===== config.mk =====
export PLATFORM = sky130hd
export DESIGN_NAME = seg_scan
export DESIGN_NICKNAME = d
export VERILOG_FILES = /design/src/rtl/clk_disp_pkg.sv /design/src/rtl/seg_decode.sv /design/src/rtl/seg_scan.sv
export SDC_FILE = /design/constraint.sdc
export NUM_CORES = 1
export LEC_CHECK = 0
export ABC_CLOCK_PERIOD_IN_PS = 2700
export BUFFER_PORTS_ARGS = -buffer_cell sky130_fd_sc_hd__buf_2
export CAP_MARGIN = 20
export CORE_MARGIN = 5
export CORE_UTILIZATION = 50
export DETAILED_ROUTE_END_ITERATION = 8
export PLACE_DENSITY = 0.79
export SETUP_SLACK_MARGIN = 0.05
export SYNTH_ARGS = -nofsm -noshare
export SYNTH_HDL_FRONTEND = slang
export SYNTH_SLANG_ARGS = --single-unit

===== constraint.sdc =====
create_clock -name clk -period 2.7 [get_ports clk]
set_input_delay 0.405 -clock clk [delete_from_list [all_inputs] [get_ports clk]]
set_output_delay 0.405 -clock clk [all_outputs]
set_load 0.02 [all_outputs]

===== src/rtl/clk_disp_pkg.sv =====
// Shared constants for the clock display path: segment patterns, digit slots, digit count.
package clk_disp_pkg;

  localparam int NUM_DIG = 6;

  // Active-low {dp,g,f,e,d,c,b,a}; dp is off in every pattern.
  localparam logic [7:0] SEG_0    = 8'hC0;
  localparam logic [7:0] SEG_1    = 8'hF9;
  localparam logic [7:0] SEG_2    = 8'hA4;
  localparam logic [7:0] SEG_3    = 8'hB0;
  localparam logic [7:0] SEG_4    = 8'h99;
  localparam logic [7:0] SEG_5    = 8'h92;
  localparam logic [7:0] SEG_6    = 8'h82;
  localparam logic [7:0] SEG_7    = 8'hF8;
  localparam logic [7:0] SEG_8    = 8'h80;
  localparam logic [7:0] SEG_9    = 8'h90;
  localparam logic [7:0] SEG_DASH = 8'hBF;
  localparam logic [7:0] SEG_OFF  = 8'hFF;

  localparam logic [2:0] IDX_SEC_L  = 3'd0;
  localparam logic [2:0] IDX_SEC_H  = 3'd1;
  localparam logic [2:0] IDX_MIN_L  = 3'd2;
  localparam logic [2:0] IDX_MIN_H  = 3'd3;
  localparam logic [2:0] IDX_HOUR_L = 3'd4;
  localparam logic [2:0] IDX_HOUR_H = 3'd5;

  typedef logic [3:0] bcd_t;

endpackage


===== src/rtl/seg_decode.sv =====
// BCD digit to active-low {g..a} segment pattern; out-of-range codes show a dash.
module seg_decode
  import clk_disp_pkg::*;
(
  input  logic [3:0] bcd,
  output logic [6:0] seg_n
);

  always_comb begin
    seg_n = SEG_DASH[6:0];
    case (bcd)
      4'd0: seg_n = SEG_0[6:0];
      4'd1: seg_n = SEG_1[6:0];
      4'd2: seg_n = SEG_2[6:0];
      4'd3: seg_n = SEG_3[6:0];
      4'd4: seg_n = SEG_4[6:0];
      4'd5: seg_n = SEG_5[6:0];
      4'd6: seg_n = SEG_6[6:0];
      4'd7: seg_n = SEG_7[6:0];
      4'd8: seg_n = SEG_8[6:0];
      4'd9: seg_n = SEG_9[6:0];
      default: seg_n = SEG_DASH[6:0];
    endcase
  end

endmodule


===== src/rtl/seg_scan.sv =====
// Six-digit multiplexed 7-segment scanner with per-frame snapshot, blanking gap,
// leading-zero suppression and a blinking separator dp.
module seg_scan
  import clk_disp_pkg::*;
#(
  parameter int SCAN_CYC  = 50000,
  parameter int BLANK_CYC = 2,
  parameter int LZ_BLANK  = 1
) (
  input  logic       clk,
  input  logic       rst_n,
  input  logic [3:0] hour_h,
  input  logic [3:0] hour_l,
  input  logic [3:0] min_h,
  input  logic [3:0] min_l,
  input  logic [3:0] sec_h,
  input  logic [3:0] sec_l,
  output logic [7:0] seg,
  output logic [5:0] sel
);

  localparam int CW = (SCAN_CYC > 1) ? $clog2(SCAN_CYC) : 1;

  logic [CW-1:0]               cnt;
  logic [2:0]                  idx;
  logic [NUM_DIG-1:0][3:0]     snap;
  logic [NUM_DIG-1:0][3:0]     din;
  logic                        slot_end, frame_end, blank, dp_on, lz_hit;
  bcd_t                        cur;
  logic [6:0]                  dig_seg;
  logic [7:0]                  seg_d;
  logic [5:0]                  sel_d;

  assign din       = {hour_h, hour_l, min_h, min_l, sec_h, sec_l};
  assign slot_end  = (cnt == CW'(SCAN_CYC - 1));
  assign frame_end = slot_end && (idx == IDX_HOUR_H);
  assign blank     = (cnt < CW'(BLANK_CYC));
  assign cur       = snap[idx];

  always_ff @(posedge clk or negedge rst_n) begin
    if (!rst_n) begin
      cnt  <= '0;
      idx  <= '0;
      snap <= '0;
    end else begin
      cnt <= slot_end ? '0 : cnt + 1'b1;
      if (slot_end) idx <= (idx == IDX_HOUR_H) ? IDX_SEC_L : idx + 3'd1;
      // Capture on the last cycle of the frame so a whole frame shows one time value.
      if (frame_end) snap <= din;
    end
  end

  seg_decode u_dec (
    .bcd   (cur),
    .seg_n (dig_seg)
  );

  assign dp_on  = ((idx == IDX_HOUR_L) || (idx == IDX_MIN_L)) && snap[IDX_SEC_L][0];
  assign lz_hit = (LZ_BLANK != 0) && (idx == IDX_HOUR_H) && (cur == 4'd0);

  always_comb begin
    seg_d = SEG_OFF;
    sel_d = 6'h3F;
    if (!blank) begin
      sel_d = ~(6'd1 << idx);
      // A suppressed leading zero keeps its select asserted so duty stays uniform.
      if (!lz_hit) seg_d = {~dp_on, dig_seg};
    end
  end

  always_ff @(posedge clk or negedge rst_n) begin
    if (!rst_n) begin
      seg <= SEG_OFF;
      sel <= 6'h3F;
    end else begin
      seg <= seg_d;
      sel <= sel_d;
    end
  end

endmodule


==> flow_metrics.tcl <==
set metrics [dict create \
    status "finished, final reports clean" \
    instances_no_fill 356 \
    antenna_found_initial 0 \
    grt_max_degree 58 \
    max_freq_mhz 405 \
    num_rows 27 \
    drt_iter0_drc 124 \
    yosys_warnings 0 \
    nets 313 \
    dp_cells 340 \
    ir_drop_mv 0.264 \
    dieArea_um2 7110 \
    via_per_inst 5.32 \
    insertion_delay_ns 0.33 \
    syn_area_per_cell_um2 12.1 \
    crit_arrival_ns 2.71 \
    tightest_slew_ns 0.677 \
    clk_pin_slew_ns 0.07 \
    p_switching_mw 0.339 \
    fin_setup_tns_ns 0 \
    initial_core_util_pct 50.8 \
    synth-compound-area-share_pct 4.67 \
    cts-root-buf "clkbuf_8" \
    sequentialPowerShare_pct 51.6 \
    yosys.area_share.simple_pct 15.3 \
    r2r-start "idx[0]" \
    synthAdderAreaFrac_pct 3.62 \
    antenna_cells 0 \
    wirelength_um 5190 \
    grt_util_all_layers_pct 16.2 \
    final-hold-violation-count 0 \
    vias 1895 \
    grt_pass1_vias 1903 \
    hp-class "primary input to asynchronous set/reset pin" \
    synthTopCellsByArea "dfrtp_1, dfstp_2, mux2_2, mux2i_1, ha_1" \
    skew_ns 0.00966 \
    drive_gt1_share_pct 39.4 \
    slew_headroom_pct 54.9 \
    cts_setup_buffers 0 \
    yosysMostFrequentCell "dfrtp_1" \
    synth-xor-area-share_pct 4.76 \
    yosys-top-cells-count "dfrtp_1, mux2_2, nor2_1" \
    avgRoutedWirePerCell_um 14.6 \
    fin_crit_ns 2.47 \
    cts_resized 0 \
    path_class "flop to flop" \
    cap_violations 0 \
    internal-power_mw 1.32 \
    core_area_um2 5440 \
    synth_top_family_by_area "multiplexers" \
    netSwitchingFraction_pct 20.5 \
    dr_wl_met3_um 282 \
    routabilityCongestion 0.793 \
    p_per_area_nw_per_um2 512 \
    yosys.area.top_type "dfrtp_1" \
    postCtsHoldBufs 0 \
    rr_endpoint "seg[4]" \
    slew_viol_final 0 \
    syn2layout_area_growth_pct 17.3 \
    async_flop_share_pct 100 \
    synth_fp_nets 263 \
    fin_crit_sh_pct 91.5 \
    ys_seq_elements 57 \
    port_buffers 39 \
    whs_ns 0.205 \
    synth_edf_count 0 \
    synth_cells 229 \
    fillerInstances 455 \
    cts-buffers-inserted 9 \
    ys_types 41 \
    top_layer "met4" \
    die_h_um 84.3 \
    finalSetupViolCount 0 \
    ant_nets 0 \
    critPathMaxFanout 10 \
    post_synth_instance_area_um2 2760 \
    dr_wl_met2_um 2400 \
    r2r.worst_path.cells 7 \
    p_comb_share_pct 2.1 \
    leakage_nw 1.52 \
    reg2reg_slack_ns 0.23 \
    pwr-share-clk_pct 46.3 \
    required_ns 2.94 \
    tritoncts "yes" \
    crit_path_start_kind "flop" \
    synth_mux_area_share_pct 16.6 \
    synth-seq-area-share_pct 52.3 \
    htree_levels 3 \
    drc 0 \
    die_width_um 84.3 \
    synth_top_cell_area_share_pct 39.0 \
    place_ws_ns 0.268 \
    synth_ff_type "dfrtp_1" \
    end_kind "flop" \
    grt_pass1_wl_um 9110 \
    gr-total-overflow 0 \
    dp_hpwl_um 3780 \
    num_io_pins 40 \
    clkSinkCount 57 \
    finalWorstSetupSlack_ns 0.229 \
    rsz0062_at_grt "no" \
    dr.pass1.iters 4 \
    met1_length_um 2410 \
    clk_path_buf_depth 2 \
]
==> through the flow <==
step	utilization [%]	cell area, um^2	power [mW]
after CTS	59.5	3240	1.68
after detailed placement	56.1	3050	0.906
after floorplan	-	2760	0.871
after global routing	59.5	3240	1.72
final	59.5	3240	1.66
after global placement	56.1	3050	0.906
==> how the worst max path moves through the flow <==
stage / from / end / slack (ns)
floorplan: idx[0] / seg[4] / 0.36
global placement: idx[0] / seg[4] / 0.37
detailed placement: idx[0] / seg[4] / 0.27
CTS: idx[0] / seg[4] / 0.24
global route: idx[0] / seg[0] / 0.11
finish: idx[0] / seg[4] / 0.23
==> cell usage in the layout (no fill, tap or decap), drive strengths merged, types with 4 or more instances in the layout <==
| cell | n |
|---|---|
| buf | 46 |
| dfrtp | 43 |
| mux2 | 31 |
| nor2 | 20 |
| dfstp | 14 |
| nand2 | 13 |
| clkbuf | 13 |
| nand3 | 12 |
| mux2i | 11 |
| xor2 | 9 |
| ha | 8 |
| inv | 7 |
| xnor2 | 6 |
| nor3 | 5 |
| nor4 | 5 |
| and2 | 4 |
| or2 | 4 |
==> critical path, cell delays in order, from the launching register on <==
cell and delay [ns]:
dfrtp_1 0.61, mux2_2 0.39, a21oi_1 0.26, ha_1 0.20, inv_1 0.05, o41a_1 0.46
and2_1 0.21, a32oi_1 0.18
==> registers in the layout, indices dropped and copies added, names as in the netlist <==
register	cells
cnt	16
idx	3
seg	8
sel	6
snap	24
==> power by group through the flow <==
stage / combinational, mW / sequential [mW] / clock, mW
2_1_floorplan: 0.000294 / 0.870 / 0
3_3_place_gp: 0.0354 / 0.870 / 0
3_5_place_dp: 0.0359 / 0.870 / 0
4_1_cts: 0.0359 / 0.855 / 0.785
5_1_grt: 0.0400 / 0.855 / 0.828
6_report: 0.0340 / 0.855 / 0.768
==> final cells by class <==
type / instances / area (um^2) / share of cell area [%]
Multi-Input combinational cell: 158 / 1240 / 38.3
Clock inverter: 3 / 40.0 / 1.24
Timing Repair Buffer: 46 / 248 / 7.65
Tap cell: 72 / 90.1 / 2.78
Clock buffer: 13 / 149 / 4.60
Sequential cell: 57 / 1440 / 44.6
Inverter: 7 / 26.3 / 0.811
==> metal layers <==
metal / up-vias / GRT usage, %
met3: 10 / 4.81
met5: - / 0
met2: 49 / 24.2
met1: 923 / 21.7
met4: 0 / 7.60
li1: 913 / -
==> cells by family after synthesis <==
| logic type | after synthesis |
|---|---|
| adders and majority gates | 8 |
| DFF | 57 |
| muxes | 42 |
| xor gates and xnor gates | 15 |
| and+or+nand+nor | 75 |
| AOI/OAI and AO/OA | 18 |
| buffers and inverters | 14 |
No activity file was read; power rests on OpenSTA's default activity.
